==> config.mk <==
export PLATFORM = sky130hd
export DESIGN_NAME = scan_mux_n
export DESIGN_NICKNAME = d
export VERILOG_FILES = /design/src/rtl/scan_mux_n.sv
export SDC_FILE = /design/constraint.sdc
export NUM_CORES = 1
export LEC_CHECK = 0
export ABC_AREA = 1
export CAP_MARGIN = 5
export CELL_PAD_IN_SITES_DETAIL_PLACEMENT = 0
export CELL_PAD_IN_SITES_GLOBAL_PLACEMENT = 1
export CORE_MARGIN = 2
export CORE_UTILIZATION = 21
export CTS_CLUSTER_SIZE = 12
export DETAILED_ROUTE_END_ITERATION = 8
export PLACE_DENSITY_LB_ADDON = 0.1
export SYNTH_ARGS = -nofsm -noshare
export SYNTH_HDL_FRONTEND = slang
export SYNTH_SLANG_ARGS = --single-unit
==> constraint.sdc <==
create_clock -name clk -period 1.2 [get_ports clk]
set_input_delay 0.24 -clock clk [delete_from_list [all_inputs] [get_ports clk]]
set_output_delay 0.24 -clock clk [all_outputs]
set_load 0.005 [all_outputs]
==> src/rtl/scan_mux_n.sv <==
`default_nettype none
// ============================================================================
//  Module      : scan_mux_n
//  Description : N-channel registered data multiplexer. In manual mode a
//                channel index is loaded on request; in auto-scan mode the
//                selection steps through every channel, resting DWELL cycles
//                on each, with a wrap pulse on return to channel 0.
//  Revision    : 1.0 - initial release
// ============================================================================
module scan_mux_n #(
  parameter int WIDTH    = 8,
  parameter int CHANNELS = 8,
  parameter int SEL_W    = 3,
  parameter int DWELL    = 4
) (
  input  logic                      clk,
  input  logic                      rst_n,
  input  logic [CHANNELS*WIDTH-1:0] in,
  input  logic                      mode,
  input  logic [SEL_W-1:0]          sel,
  input  logic                      load,
  input  logic                      hold,
  output logic [WIDTH-1:0]          out,
  output logic [SEL_W-1:0]          cur_sel,
  output logic                      out_valid,
  output logic                      wrap,
  output logic                      sel_err
);

  // Dwell counter needs at least one bit even when DWELL is 1.
  localparam int                 c_dw_w       = (DWELL > 1) ? $clog2(DWELL) : 1;
  localparam logic [c_dw_w-1:0]  c_dwell_last = c_dw_w'(DWELL - 1);
  localparam logic [SEL_W-1:0]   c_sel_last   = SEL_W'(CHANNELS - 1);
  // One extra bit so CHANNELS = 2**SEL_W is representable.
  localparam logic [SEL_W:0]     c_channels   = (SEL_W + 1)'(CHANNELS);

  logic [WIDTH-1:0]  w_ch [CHANNELS];
  logic              w_sel_legal;

  logic [SEL_W-1:0]  cur_sel_q, cur_sel_d;
  logic [c_dw_w-1:0] dwell_q, dwell_d;
  logic [WIDTH-1:0]  out_q, out_d;
  logic              out_valid_q, out_valid_d;
  logic              wrap_q, wrap_d;
  logic              sel_err_q, sel_err_d;

  // Unpacked view of the flat channel bus.
  for (genvar k = 0; k < CHANNELS; k++) begin : g_ch
    assign w_ch[k] = in[k*WIDTH +: WIDTH];
  end

  assign w_sel_legal = ({1'b0, sel} < c_channels);

  // Selection control: manual load or dwell-timed scan advance.
  always_comb begin
    cur_sel_d = cur_sel_q;
    dwell_d   = dwell_q;
    wrap_d    = 1'b0;
    sel_err_d = 1'b0;
    if (!mode) begin
      // Manual mode keeps the dwell counter parked so a scan always
      // starts with a full dwell on the current channel.
      dwell_d = '0;
      if (load) begin
        if (w_sel_legal) begin
          cur_sel_d = sel;
        end else begin
          sel_err_d = 1'b1;
        end
      end
    end else if (!hold) begin
      if (dwell_q == c_dwell_last) begin
        dwell_d = '0;
        if (cur_sel_q == c_sel_last) begin
          cur_sel_d = '0;
          wrap_d    = 1'b1;
        end else begin
          cur_sel_d = cur_sel_q + SEL_W'(1);
        end
      end else begin
        dwell_d = dwell_q + c_dw_w'(1);
      end
    end
  end

  // Output data follows the pre-edge selection; valid drops on a change.
  always_comb begin
    out_d       = w_ch[cur_sel_q];
    out_valid_d = (cur_sel_d == cur_sel_q);
  end

  // State register with asynchronous active-low reset.
  always_ff @(posedge clk or negedge rst_n) begin
    if (!rst_n) begin
      cur_sel_q   <= '0;
      dwell_q     <= '0;
      out_q       <= '0;
      out_valid_q <= 1'b0;
      wrap_q      <= 1'b0;
      sel_err_q   <= 1'b0;
    end else begin
      cur_sel_q   <= cur_sel_d;
      dwell_q     <= dwell_d;
      out_q       <= out_d;
      out_valid_q <= out_valid_d;
      wrap_q      <= wrap_d;
      sel_err_q   <= sel_err_d;
    end
  end

  assign out       = out_q;
  assign cur_sel   = cur_sel_q;
  assign out_valid = out_valid_q;
  assign wrap      = wrap_q;
  assign sel_err   = sel_err_q;

endmodule
`default_nettype wire

==> results by group <==
Drt
  – Post-route DRC violation count: 0
  – Wirelength, routed: approximately 5.4 mm
  – Mean routed wirelength per cell: between 10 and 15 um
  – DRT iter0 DRCs: 47
  – Vias per cell: around 4.6
  – Antenna Nets Post-Route: 0
  – Vias: 1710
  – DR pass1 iterations: 4

Cells and area
  – # nets final: roughly 370
  – Design area: between 2000 and 3000 um^2
  – Most common cell after layout, fill and taps aside: clkdlybuf4s50_1
  – Highest-count cells in the layout ignoring fill and taps: 71 x clkdlybuf4s50_1, 41 x nand2_1, 25 x nor2_1, 20 x o21ai_1
  – # diodes: 0
  – Post-layout util: 0.467
  – Share of cells above drive strength 1: 0.290
  – Area grow syn2layout: 117%

Logic synthesis
  – YS warnings: 0
  – Mapped Avg Cell Area: between 6 and 7 um^2
  – Post-synth top flop: dfrtp_1
  – Compound-cell area share of the yosys netlist: 0.226
  – Post-synthesis sequential area ratio: 0.296
  – Synth Area in Adders: 0.0296
  – Yosys cell types: 23
  – Post-synthesis simple-gate area fraction: 0.309
  – Yosys reg bits: 15
  – Synthesized instance count: roughly 190
  – Multiplexer share of the synthesized area: 0
  – Asr flop ratio synth: 1.00
  – Cell Area, Synth: ~1300 um^2
  – Post-synth EDFFs: 0
  – Post-Synth XOR/XNOR Area: 0.00690
  – Syn_nets: between 200 and 300
  – Main combinational cell family by area after synthesis: simple AND/OR/NAND/NOR gates

Global route
  – Congestion Overflow GR: 0
  – All-Layer GR Usage: 0.159
  – Number of global-route vias before repair: about 1700
  – Initial antenna violation count: 0
  – Maximum number of pins on one net before global-route repair: 18
  – First-pass GRT wire length: 8.07 mm

Setup path
  – Setup crit start kind: flip-flop
  – Critical Path RT: 1.36 ns
  – Worst EP arrival: around 1.6 ns
  – Critical path type: reg2reg
  – Crit. End Element: flip-flop
  – Max FO, Critical Path: 2

Timing
  – Tcrit/Tclk final: 1.17
  – Final hold viol count: 0
  – Layout Skew: ~0.0078 ns
  – RSZ-0062 raised after global routing: true
  – F_max: between 700 and 800 MHz
  – Worst hold slack: a little over 0.3 ns
  – Shortest period the worst path allows: between 1 and 1.5 ns
  – Final WS setup: -0.202 ns
  – Setup violators final: 13
  – Final Max Slew Viols: 0

Die
  – Die width: between 80 and 90 um
  – Core box area: 5890 um^2
  – Die ar.: 6680 um^2
  – Core Rows: 28
  – Initial core utilization: 0.216
  – Ports: 86
  – Die height: 81.7 um

Clock tree
  – Clock slew at reported path FFs: 0.07 ns
  – CTS max path bufs: 2
  – CTS root buf: clkbuf_8
  – CTS tree: yes
  – H-Tree Depth: 1
  – CTS Sinks: 15
  – Worst skew pair latency: around 0.26 ns
  – CTS buffer count: 3

Place
  – DPL Wire Length: about 3.7 mm
  – Placed Area: roughly 2300 um^2
  – Worst slack, placed: -0.244 ns
  – Placer's final routability congestion estimate: ~0.80
  – IO Port Bufs: 84

Power
  – Pwr/cell area: around 1000 nW/um^2
  – Leak: about 1.2 nW
  – Worst IR Drop VDD: 0.397 mV

Outcome
  – Failing checks: negative setup slack
  – Outcome: finished, violations left

Job
  – Max-Cap Viols: 0

Min path
  – Hold Crit Class: in2async
per-stage QoR:
stage	instances	total power [W]	setup TNS [ns]
3_3_place_gp	355	0.00193	-1.34
6_report	372	0.00274	-1.28
3_5_place_dp	355	0.00192	-1.45
4_1_cts	372	0.00269	-1.30
5_1_grt	372	0.00294	-2.18
2_1_floorplan	191	0.00127	-0.0800
final cells by class:
cell class | instances | area [um^2]
repair buffers | 116 | 1240
well taps | 75 | 93.8
clock buffers | 3 | 41.3
inverters | 11 | 68.8
fillers | 599 | 3140
flip-flops and latches | 15 | 375
clock inverters | 1 | 5.00
multi-input cells | 151 | 927
per-layer routing:
metal | up-vias | routed length (um) | share of wire | track usage
li1 | 854 | - | - | -
met1 | 776 | 2390 | 0.45 | 0.202
met2 | 73 | 2530 | 0.47 | 0.278
met3 | 7 | 359 | 0.067 | 0.0220
met4 | 0 | 79 | 0.015 | 0.0500
met5 | - | 0 | 0 | 0
sequential cells by signal (all words and copies together) (netlist names):
register and flops:
out 8, cur_sel 3, dwell_q 2, out_valid 1, wrap 1
power by group:
| group | switching (W) | leakage, nW | internal (W) | total, W |
|---|---|---|---|---|
| clock | 0.000196 | 0.0255 | 0.000231 | 0.000427 |
| sequential | 0.0000334 | 0.183 | 0.000604 | 0.000638 |
| combinational | 0.000750 | 0.982 | 0.000924 | 0.00167 |
final timing paths:
check / slack [ns] / cells after the start / end / from
worst max-delay path: -0.20 / 10 / out_valid$_DFF_PN0_ / cur_sel[0]$_DFF_PN0_
worst min-delay path: 0.31 / 2 / cur_sel[2]$_DFF_PN0_ / rst_n
worst max register to register: -0.20 / 10 / out_valid$_DFF_PN0_ / cur_sel[0]$_DFF_PN0_
worst min register to register: 0.55 / 2 / dwell_q[1]$_DFFE_PN0P_ / dwell_q[1]$_DFFE_PN0P_
max in group asynchronous: 0.70 / 2 / out[4]$_DFF_PN0_ / rst_n
min in group clk: 0.55 / 2 / dwell_q[1]$_DFFE_PN0P_ / dwell_q[1]$_DFFE_PN0P_
synth_stat cells (2+ instances only):
master,instances,share of area
buf_2,4,0.016
inv_2,2,0.0059
nor2_1,37,0.11
nand2_2,3,0.015
inv_1,6,0.018
o21ai_1,22,0.087
o22ai_1,16,0.079
nand2_1,42,0.12
ha_1,3,0.030
buf_6,3,0.027
o21ai_0,11,0.043
inv_4,2,0.0099
dfrtp_1,15,0.30
buf_4,6,0.036
nand3_1,11,0.043
worst max-delay path, stage by stage, from the launching register on:
cell and delay [ns]:
dfrtp_1 0.40, buf_6 0.13, ha_4 0.15, ha_4 0.25, inv_2 0.03, nand2_2 0.05
nand3_2 0.07, nand2_2 0.06, nand2_1 0.04, nand2_1 0.07, nor2_1 0.04
repair_timing:
item                       in CTS  in global routing
gates resized for setup        75                 22
setup endpoints to repair      22                 15
hold buffers                    0                  0
buffers inserted               10                  0
gates cloned                    3                  0
pin swaps                      30                 11
kinds of logic after synthesis:
logic type                 after synthesis
AOI/OAI and AO/OA                       50
xor gates and xnor gates                 1
DFF                                     15
buffers and inverters                   25
other                                    1
adders and majority gates                3
and+or+nand+nor                         96
Note: power is estimated with default switching activity, not from simulation.
